$ cat src/rtl/microwave_pkg.sv
// Shared types and constants for the microwave LED sequence controller.
package microwave_pkg;

  // Datapath widths.
  localparam int unsigned IDX_W  = 4;
  localparam int unsigned TIME_W = 8;
  localparam int unsigned MODE_W = 2;

  // Number of ticks the DONE display is held before returning to IDLE.
  localparam int unsigned DONE_TICKS = 3;
  localparam int unsigned DONE_CNT_W = $clog2(DONE_TICKS);

  // Decoder settings shown while in DONE.
  localparam logic [MODE_W-1:0] DONE_MODE = MODE_W'(3);
  localparam logic [IDX_W-1:0]  DONE_IDX  = IDX_W'(15);

  typedef enum logic [1:0] {
    StIdle,
    StRun,
    StPause,
    StDone
  } state_e;

  // True on the DONE tick that completes the hold period.
  function automatic logic done_hold_last(input logic [DONE_CNT_W-1:0] cnt);
    return cnt == DONE_CNT_W'(DONE_TICKS - 1);
  endfunction

endpackage

$ cat src/rtl/cook_down_counter.sv
// Loadable down-counter holding the ticks left in the current cook cycle.
// Saturates at zero; load has priority over decrement.
module cook_down_counter
  import microwave_pkg::*;
(
  input  logic              clk,
  input  logic              rst_n,
  input  logic              load,
  input  logic [TIME_W-1:0] value,
  input  logic              dec,
  output logic [TIME_W-1:0] count,
  output logic              zero_next
);

  logic [TIME_W-1:0] count_q, count_d;

  // Next count: load, else saturating decrement.
  always_comb begin
    count_d = count_q;
    if (load) begin
      count_d = value;
    end else if (dec && (count_q != '0)) begin
      count_d = count_q - TIME_W'(1);
    end
  end

  // Count register.
  always_ff @(posedge clk or negedge rst_n) begin
    if (!rst_n) begin
      count_q <= '0;
    end else begin
      count_q <= count_d;
    end
  end

  assign count     = count_q;
  // This decrement lands on zero.
  assign zero_next = dec && (count_q == TIME_W'(1));

endmodule

$ cat src/rtl/led_sequence_controller.sv
// Cook-cycle sequencer driving a 4-to-16 LED decoder. Steps the LED index on
// each tick while running, supports pause/resume on door or stop button, and
// shows a fixed completion pattern for a few ticks before going idle.
module led_sequence_controller
  import microwave_pkg::*;
(
  input  logic              clk,
  input  logic              rst_n,
  input  logic              tick,
  input  logic              start_btn,
  input  logic              stop_btn,
  input  logic              door_open,
  input  logic [MODE_W-1:0] mode_sel,
  input  logic [TIME_W-1:0] cook_time,
  output logic [IDX_W-1:0]  I,
  output logic [MODE_W-1:0] mode,
  output logic              start,
  output logic              idle,
  output logic [TIME_W-1:0] remaining,
  output logic              done
);

  state_e                state_q, state_d;
  logic [IDX_W-1:0]      idx_q, idx_d;
  logic [MODE_W-1:0]     mode_q, mode_d;
  logic                  start_q, start_d;
  logic                  idle_q, idle_d;
  logic                  done_q, done_d;
  logic [DONE_CNT_W-1:0] hold_cnt_q, hold_cnt_d;

  logic              cnt_load;
  logic [TIME_W-1:0] cnt_value;
  logic              cnt_dec;
  logic              cnt_zero_next;
  logic [TIME_W-1:0] cnt_count;

  cook_down_counter u_cook_down_counter (
    .clk       (clk),
    .rst_n     (rst_n),
    .load      (cnt_load),
    .value     (cnt_value),
    .dec       (cnt_dec),
    .count     (cnt_count),
    .zero_next (cnt_zero_next)
  );

  // Next-state and next-output decode for the sequencer.
  always_comb begin
    state_d    = state_q;
    idx_d      = idx_q;
    mode_d     = mode_q;
    hold_cnt_d = hold_cnt_q;
    done_d     = 1'b0;
    cnt_load   = 1'b0;
    cnt_value  = '0;
    cnt_dec    = 1'b0;

    unique case (state_q)
      StIdle: begin
        if (start_btn && !door_open && (cook_time != '0)) begin
          state_d   = StRun;
          idx_d     = '0;
          mode_d    = mode_sel;
          cnt_load  = 1'b1;
          cnt_value = cook_time;
        end
      end

      StRun: begin
        // A pause request wins over a coincident tick; that tick is dropped.
        if (door_open || stop_btn) begin
          state_d = StPause;
        end else if (tick) begin
          cnt_dec = 1'b1;
          idx_d   = idx_q + IDX_W'(1);
          if (cnt_zero_next) begin
            state_d    = StDone;
            mode_d     = DONE_MODE;
            done_d     = 1'b1;
            hold_cnt_d = '0;
          end
        end
      end

      StPause: begin
        if (stop_btn) begin
          state_d   = StIdle;
          idx_d     = '0;
          mode_d    = '0;
          cnt_load  = 1'b1;
          cnt_value = '0;
        end else if (start_btn && !door_open) begin
          state_d = StRun;
        end
      end

      StDone: begin
        // The entry cycle still shows the final step index; the fixed
        // completion index takes over from the following cycle.
        idx_d = DONE_IDX;
        if (stop_btn || (tick && done_hold_last(hold_cnt_q))) begin
          state_d   = StIdle;
          idx_d     = '0;
          mode_d    = '0;
          cnt_load  = 1'b1;
          cnt_value = '0;
        end else if (tick) begin
          hold_cnt_d = hold_cnt_q + DONE_CNT_W'(1);
        end
      end

      default: begin
        state_d = StIdle;
      end
    endcase

    start_d = (state_d == StRun);
    idle_d  = (state_d == StIdle);
  end

  // State and registered decoder outputs.
  always_ff @(posedge clk or negedge rst_n) begin
    if (!rst_n) begin
      state_q    <= StIdle;
      idx_q      <= '0;
      mode_q     <= '0;
      start_q    <= 1'b0;
      idle_q     <= 1'b1;
      done_q     <= 1'b0;
      hold_cnt_q <= '0;
    end else begin
      state_q    <= state_d;
      idx_q      <= idx_d;
      mode_q     <= mode_d;
      start_q    <= start_d;
      idle_q     <= idle_d;
      done_q     <= done_d;
      hold_cnt_q <= hold_cnt_d;
    end
  end

  assign I         = idx_q;
  assign mode      = mode_q;
  assign start     = start_q;
  assign idle      = idle_q;
  assign remaining = cnt_count;
  assign done      = done_q;

endmodule

$ cat config.mk
export PLATFORM = sky130hd
export DESIGN_NAME = led_sequence_controller
export DESIGN_NICKNAME = d
export VERILOG_FILES = /design/src/rtl/microwave_pkg.sv /design/src/rtl/cook_down_counter.sv /design/src/rtl/led_sequence_controller.sv
export SDC_FILE = /design/constraint.sdc
export NUM_CORES = 1
export LEC_CHECK = 0
export ABC_AREA = 1
export CELL_PAD_IN_SITES_DETAIL_PLACEMENT = 0
export CELL_PAD_IN_SITES_GLOBAL_PLACEMENT = 1
export CORE_MARGIN = 3
export CORE_UTILIZATION = 32
export CTS_CLUSTER_DIAMETER = 50
export DETAILED_ROUTE_END_ITERATION = 6
export GPL_TIMING_DRIVEN = 0
export HOLD_SLACK_MARGIN = 0.15
export PLACE_DENSITY_LB_ADDON = 0.05
export SLEW_MARGIN = 25
export SYNTH_ARGS = -nofsm -noshare
export SYNTH_HDL_FRONTEND = slang
export SYNTH_HIERARCHICAL = 1
export SYNTH_SLANG_ARGS = --single-unit
$ cat constraint.sdc
create_clock -name clk -period 1.81 [get_ports clk]
set_input_delay 0.181 -clock clk [delete_from_list [all_inputs] [get_ports clk]]
set_output_delay 0.181 -clock clk [all_outputs]
set_load 0.01 [all_outputs]
==> results of run 1 <==
-- layout make-up --
cell class / count / area (um2)
Multi-Input combinational cell: 163 / 904.6
Sequential cell: 21 / 529.3
Timing Repair Buffer: 42 / 392.9
Inverter: 29 / 113.9
Clock buffer: 4 / 45.04
Fill cell: 487 / 2400
Buffer: 2 / 23.77
Tap cell: 52 / 65.06
-- state kept, by name, summed over array words and instances, names as in the netlist --
signal and cells:
hold_cnt_q 2, state_q 2, idle 1, mode 2, start 1, I 4
done 1, u_cook_down_counter/count 8
-- worst max path at each step --
stage | end | slack [ps] | cells after the start
finish | hold_cnt_q[1] | 100 | 12
global route | hold_cnt_q[0] | -30 | 12
CTS | u_cook_down_counter/count[1] | 8 | 12
detailed placement | u_cook_down_counter/count[1] | -430 | 11
global placement | u_cook_down_counter/count[1] | -420 | 11
floorplan | mode[0] | 100 | 12
-- critical path: cells and delay by family (launching register included) --
kind | cells | cell delay, ps
simple gates | 8 | 800
compound gates | 2 | 180
flops | 1 | 450
buf+inv | 2 | 160
-- per-layer routing --
metal | routed length (um) | GRT usage [%] | vias to the layer above | share of wire, %
met3 | 218 | 3.338 | 2 | 6.0
met5 | 0 | 0 | - | 0
met1 | 1916 | 22.59 | 604 | 53
met4 | 24 | 2.964 | 0 | 0.66
li1 | - | - | 776 | -
met2 | 1457 | 20.21 | 35 | 40
-- timing repair --
item / 4_1_cts / 5_1_grt
cloned: 0 / 0
gates resized for setup: 9 / 11
pin swaps: 0 / 3
endpoints found under the setup margin: 14 / 12
endpoints found under the hold margin: 20 / 0
hold buffers: 1 / 0
setup buffers: 5 / 4
-- stage by stage --
stage	util [%]	hold WS (ps)	instance area (um2)	worst slack, ps
finish	46.36	411.3	2074	103.5
global placement	42.59	454.5	1906	-422.2
global route	46.36	455.0	2074	-29.13
CTS	45.05	438.9	2016	8.320
detailed placement	42.48	191.7	1901	-426.1
floorplan	-	-114.6	1520	97.94
-- report_power, final --
group | switching, mW | internal [mW] | leakage [nW] | total, mW
Sequential | 0.187 | 0.660 | 0.272 | 0.847
Clock | 0.157 | 0.157 | 0.0228 | 0.313
Combinational | 1.08 | 0.861 | 0.726 | 1.94
Total | 1.42 | 1.68 | 1.02 | 3.10
-- logic make-up (layout without fill, tap and decap cells) --
kind of cell | count (synthesis) | in the layout
XOR/XNOR | 2 | 2
flip-flops | 21 | 21
adder cells (fa/ha/maj) | 5 | 5
buffers and inverters | 31 | 77
AO/OA/AOI/OAI | 21 | 21
AND/OR/NAND/NOR | 135 | 135
-- layout by cell type (no fill, tap or decap), types with 2 or more instances in the layout --
master / instances
nand2_4: 6
nand2_2: 2
nor2_1: 29
nand4_1: 3
o21ai_2: 8
nand3_2: 3
o21ai_1: 4
nor2_4: 3
nand2_1: 59
inv_1: 26
o21ai_0: 5
nor2_2: 6
nor3_1: 2
buf_4: 9
ha_1: 5
clkbuf_8: 3
xnor2_1: 2
dfrtp_2: 2
inv_2: 2
clkdlybuf4s50_1: 31
dfrtp_1: 18
nand3_1: 18
==> impl_metrics.tcl, run 1 <==
set metrics [dict create \
    yosysMostFrequentCell "nand2_1" \
    power_mw 3.101 \
    drt_wl_total_mm 3.617 \
    yosys.area_share.simple_pct 41.81 \
    synth_top_cell_by_area "dfrtp_1" \
    rsz0062_at_grt "yes" \
    synth_top_family_by_area "simple AND/OR/NAND/NOR gates" \
    fp.dieH_um 74.93 \
    grt_pass1_vias 1307 \
    yosys_warnings 6 \
    syn_to_final_growth_pct 36.46 \
    r2r_start "state_q[1]" \
    crit_path_max_incr_delay_ps 450 \
    ant_nets 0 \
    track_usage_pct 14.51 \
    grt_overflow 0 \
    drc 0 \
    coreArea_um2 4474 \
    ir_drop_mv 0.5963 \
    hp-class "input pin to async pin" \
    netlist_instances 215 \
    fin_skew_ps 8.125 \
    std_cell_rows 24 \
    first_iter_violations 59 \
    maxCapViolCount 0 \
    synthDistinctLibCells 28 \
    path_cells "inv_2 > nand2_4 > inv_6 > nand2_2 > nor2_4 > nand3_1 > nor2_2 > nor2_2 > a21oi_2 > nand3_2 > nand2_1 > o21ai_1" \
    r2r-end "hold_cnt_q[1]" \
    worst_pin_slew_ps 507.6 \
    place_inst 299 \
    ys_top_cells_by_count "nand2_1, nor2_1, inv_1, dfrtp_1, nand3_1" \
    yosys_most_used_dff "dfrtp_1" \
    critPathLaunchType "register" \
    numPortBuffers 32 \
    cts_buffers 3 \
    fp.dieW_um 74.93 \
    synth_enable_flop_cells 0 \
    crit_required_ps 1960 \
    fin_cells 313 \
    antenna_found_initial 0 \
    h-tree-depth 1 \
    grt_max_degree 22 \
    vias 1417 \
    final_nets 283 \
    drive_gt1_share_pct 19.92 \
    r2r_slack_ps 100 \
    dr.pass1.iters 4 \
    power.leakage_nw 1.020 \
    tns_ps 0 \
    arrival_ps 1850 \
    maxSlewViolCount 0 \
    wl_per_cell_um 11.56 \
    cts-root-buf "clkbuf_8" \
    power_density_nw_per_um2 1495 \
    syn_nets 236 \
    grt_pass1_wl_mm 6.189 \
    cp_common_cell "nor2_2" \
    fmax_ghz 0.5860 \
    synth.top_cell.area_share_pct 32.92 \
    cts_buffer_depth 2 \
    clkSinkCount 21 \
    period_needed_ps 1707 \
    synth_compound_area_share_pct 9.630 \
    critPathLaunch "state_q[1]" \
    synthTopCellsByArea "dfrtp_1, nand2_1, nor2_1" \
    syn_area_um2 1520 \
    initial_core_util_pct 33.98 \
    synthAdderAreaFrac_pct 4.115 \
    outcome "completed" \
    slew_headroom_pct 66.16 \
    worstSetupPathType "register to register" \
    ios 33 \
    hpwlAfterDp_mm 2.778 \
    path_clk_slew_ps 80 \
    synth.area.mux_share_pct 0 \
    synth_seq_cells 21 \
    clk_latency_ps 260 \
    slowest_stage "dfrtp_2" \
    synth_xor_area_share_pct 1.152 \
    endpoint_kind "register" \
    seq_area_frac_synth_pct 34.65 \
    setup_viol_count_final 0 \
    min_period_over_period_pct 94.28 \
    reg2reg_depth 12 \
    diodes 0 \
    synth.avg_cell_area_um2 7.071 \
    cts_tree "built" \
    dieArea_um2 5614 \
    gp_congestion 0.7304 \
    hold_viol_final 0 \
    async_flop_share_pct 100.0 \
    critPathMaxFanout 6 \
    viasPerCell 4.527 \
]
(Power assumes the default switching activity.)
==> inputs of run 2 (changes only) <==
--- a/config.mk
+++ b/config.mk
@@ -14,7 +14,7 @@
 export DETAILED_ROUTE_END_ITERATION = 6
 export GPL_TIMING_DRIVEN = 0
 export HOLD_SLACK_MARGIN = 0.15
-export PLACE_DENSITY_LB_ADDON = 0.05
+export PLACE_DENSITY_LB_ADDON = 0.1
 export SLEW_MARGIN = 25
 export SYNTH_ARGS = -nofsm -noshare
 export SYNTH_HDL_FRONTEND = slang
==> run 2 against run 1 <==
Combinational power is essentially flat. Clock skew fell by 5.7 ps. Power is 0.38% lower. Worst setup slack improved by 25 ps. Register-to-register slack improved by 40 ps. First-iteration DRC count fell by 32%. Sequential share of layout area increased by 0.25 points. Fmax increased by 1.5%. Core utilization decreased by 0.45 points. Design area shrank 0.97%. Wire length up 0.86%. Sequential power about the same. Critical path type is now input pin to register. Largest cell class unchanged.
==> impl_metrics.tcl, run 2 (synthesis results as in run 1) <==
set metrics [dict create \
    h-tree-depth 1 \
    vias 1435 \
    n_fill_cell 483 \
    hpwlAfterDp_mm 2.769 \
    antenna_found_initial 0 \
    grt_pass1_wl_mm 6.113 \
    path_cells "clkdlybuf4s50_1 > nor2_2 > nand2_1 > o21ai_1 > or2_1 > buf_4 > nand2_4 > clkbuf_2 > nand2_1 > o21ai_0 > nand2_1 > nand2_1" \
    ios 33 \
    diodes 0 \
    gp_congestion 0.8012 \
    maxCapViolCount 0 \
    numPortBuffers 32 \
    rsz0062_at_grt "yes" \
    std_cell_rows 24 \
    coreArea_um2 4474 \
    first_iter_violations 40 \
    setup_viol_count_final 0 \
    slowest_stage "clkdlybuf4s50_1" \
    fp.dieW_um 74.93 \
    grt_overflow 0 \
    fin_skew_ps 2.398 \
    clk_latency_ps 260 \
    worst_pin_slew_ps 493.0 \
    period_needed_ps 1682 \
    power.leakage_nw 0.9951 \
    crit_required_ps 1970 \
    cts_buffer_depth 2 \
    cp_common_cell "nand2_1" \
    min_period_over_period_pct 92.90 \
    grt_max_degree 22 \
    hp-class "input pin to async pin" \
    slew_headroom_pct 67.13 \
    clkSinkCount 21 \
    critPathLaunchType "input pin" \
    endpoint_kind "register" \
    fp.dieH_um 74.93 \
    maxSlewViolCount 0 \
    cts_tree "built" \
    path_clk_slew_ps 80 \
    arrival_ps 1840 \
    ir_drop_mv 0.7290 \
    power_density_nw_per_um2 1504 \
    worstSetupPathType "input pin to register" \
    drt_wl_total_mm 3.648 \
    wl_per_cell_um 11.73 \
    cts_buffers 3 \
    utilization_pct 45.92 \
    final_common_cell "nand2_1" \
    track_usage_pct 14.22 \
    outcome "completed" \
    drc 0 \
    drive_gt1_share_pct 20.46 \
    final_cell_mix "nand2_1, clkdlybuf4s50_1, nor2_1, inv_1, dfrtp_1" \
    cts-root-buf "clkbuf_8" \
    largest_register_ffs 8 \
    ant_nets 0 \
    grt_pass1_vias 1384 \
    viasPerCell 4.614 \
    final_nets 281 \
    dieArea_um2 5614 \
    fmax_ghz 0.5947 \
    power_mw 3.090 \
    initial_core_util_pct 33.98 \
    syn_to_final_growth_pct 35.14 \
    dr.pass1.iters 5 \
    crit_path_max_incr_delay_ps 450 \
    critPathMaxFanout 10 \
    hold_viol_final 0 \
]
## run 2: where the power goes
group | internal, mW | switching (mW) | leakage, nW
Combinational | 0.832 | 1.09 | 0.700
Sequential | 0.660 | 0.184 | 0.272
Clock | 0.157 | 0.163 | 0.0228
## run 2: final timing paths
path	from	depth (start not counted)	slack [ps]	endpoint
max in group asynchronous	rst_n	2	1040	state_q[1]
min	rst_n	2	410	I[1]
max reg2reg	state_q[1]	12	140	mode[1]
max	cook_time[7]	12	130	u_cook_down_counter/count[2]
min reg2reg	mode[0]	2	480	mode[0]
min in group clk	mode[0]	2	480	mode[0]
## run 2: cell type report
class                      count  area [um2]  area share [%]
sequential                    21       529.3           25.76
tap                           52       65.06           3.167
clock buffer                   4       45.04           2.192
timing repair buffer          40       375.4           18.27
multi-input combinational    163       910.9           44.34
inverter                      29       116.4           5.664
buffer                         2       12.51          0.6090
## run 2: worst max-delay path: cells and delay by family
| kind | cells | cell delay, ps |
|---|---|---|
| AO/OA/AOI/OAI | 2 | 240 |
| buffers and inverters | 3 | 800 |
| AND/OR/NAND/NOR | 7 | 630 |
## run 2: what timing repair did
action	4_1_cts	5_1_grt
gates cloned	1	0
pin swaps	1	5
setup endpoints to repair	13	12
hold endpoints to repair	20	0
buffers inserted	2	4
hold buffers	1	0
resized for setup	10	15
## run 2: metrics by stage
| step | instance area, um2 | setup TNS (ps) | hold WS [ps] | cells | setup WS [ps] |
|---|---|---|---|---|---|
| after global routing | 2054 | -160.4 | 456.3 | 311 | -41.59 |
| after CTS | 2001 | 0 | 430.6 | 307 | 9.173 |
| after global placement | 1906 | -4156 | 455.6 | 299 | -449.6 |
| after floorplan | 1520 | 0 | -114.6 | 215 | 97.94 |
| after detailed placement | 1901 | -4108 | 178.8 | 299 | -438.6 |
| final | 2054 | 0 | 411.9 | 311 | 128.5 |
## run 2: metal layers
layer,wire [um],global-route usage [%]
met5,0,0
met4,43,6.126
met3,151,2.136
met2,1515,20.21
met1,1936,21.18
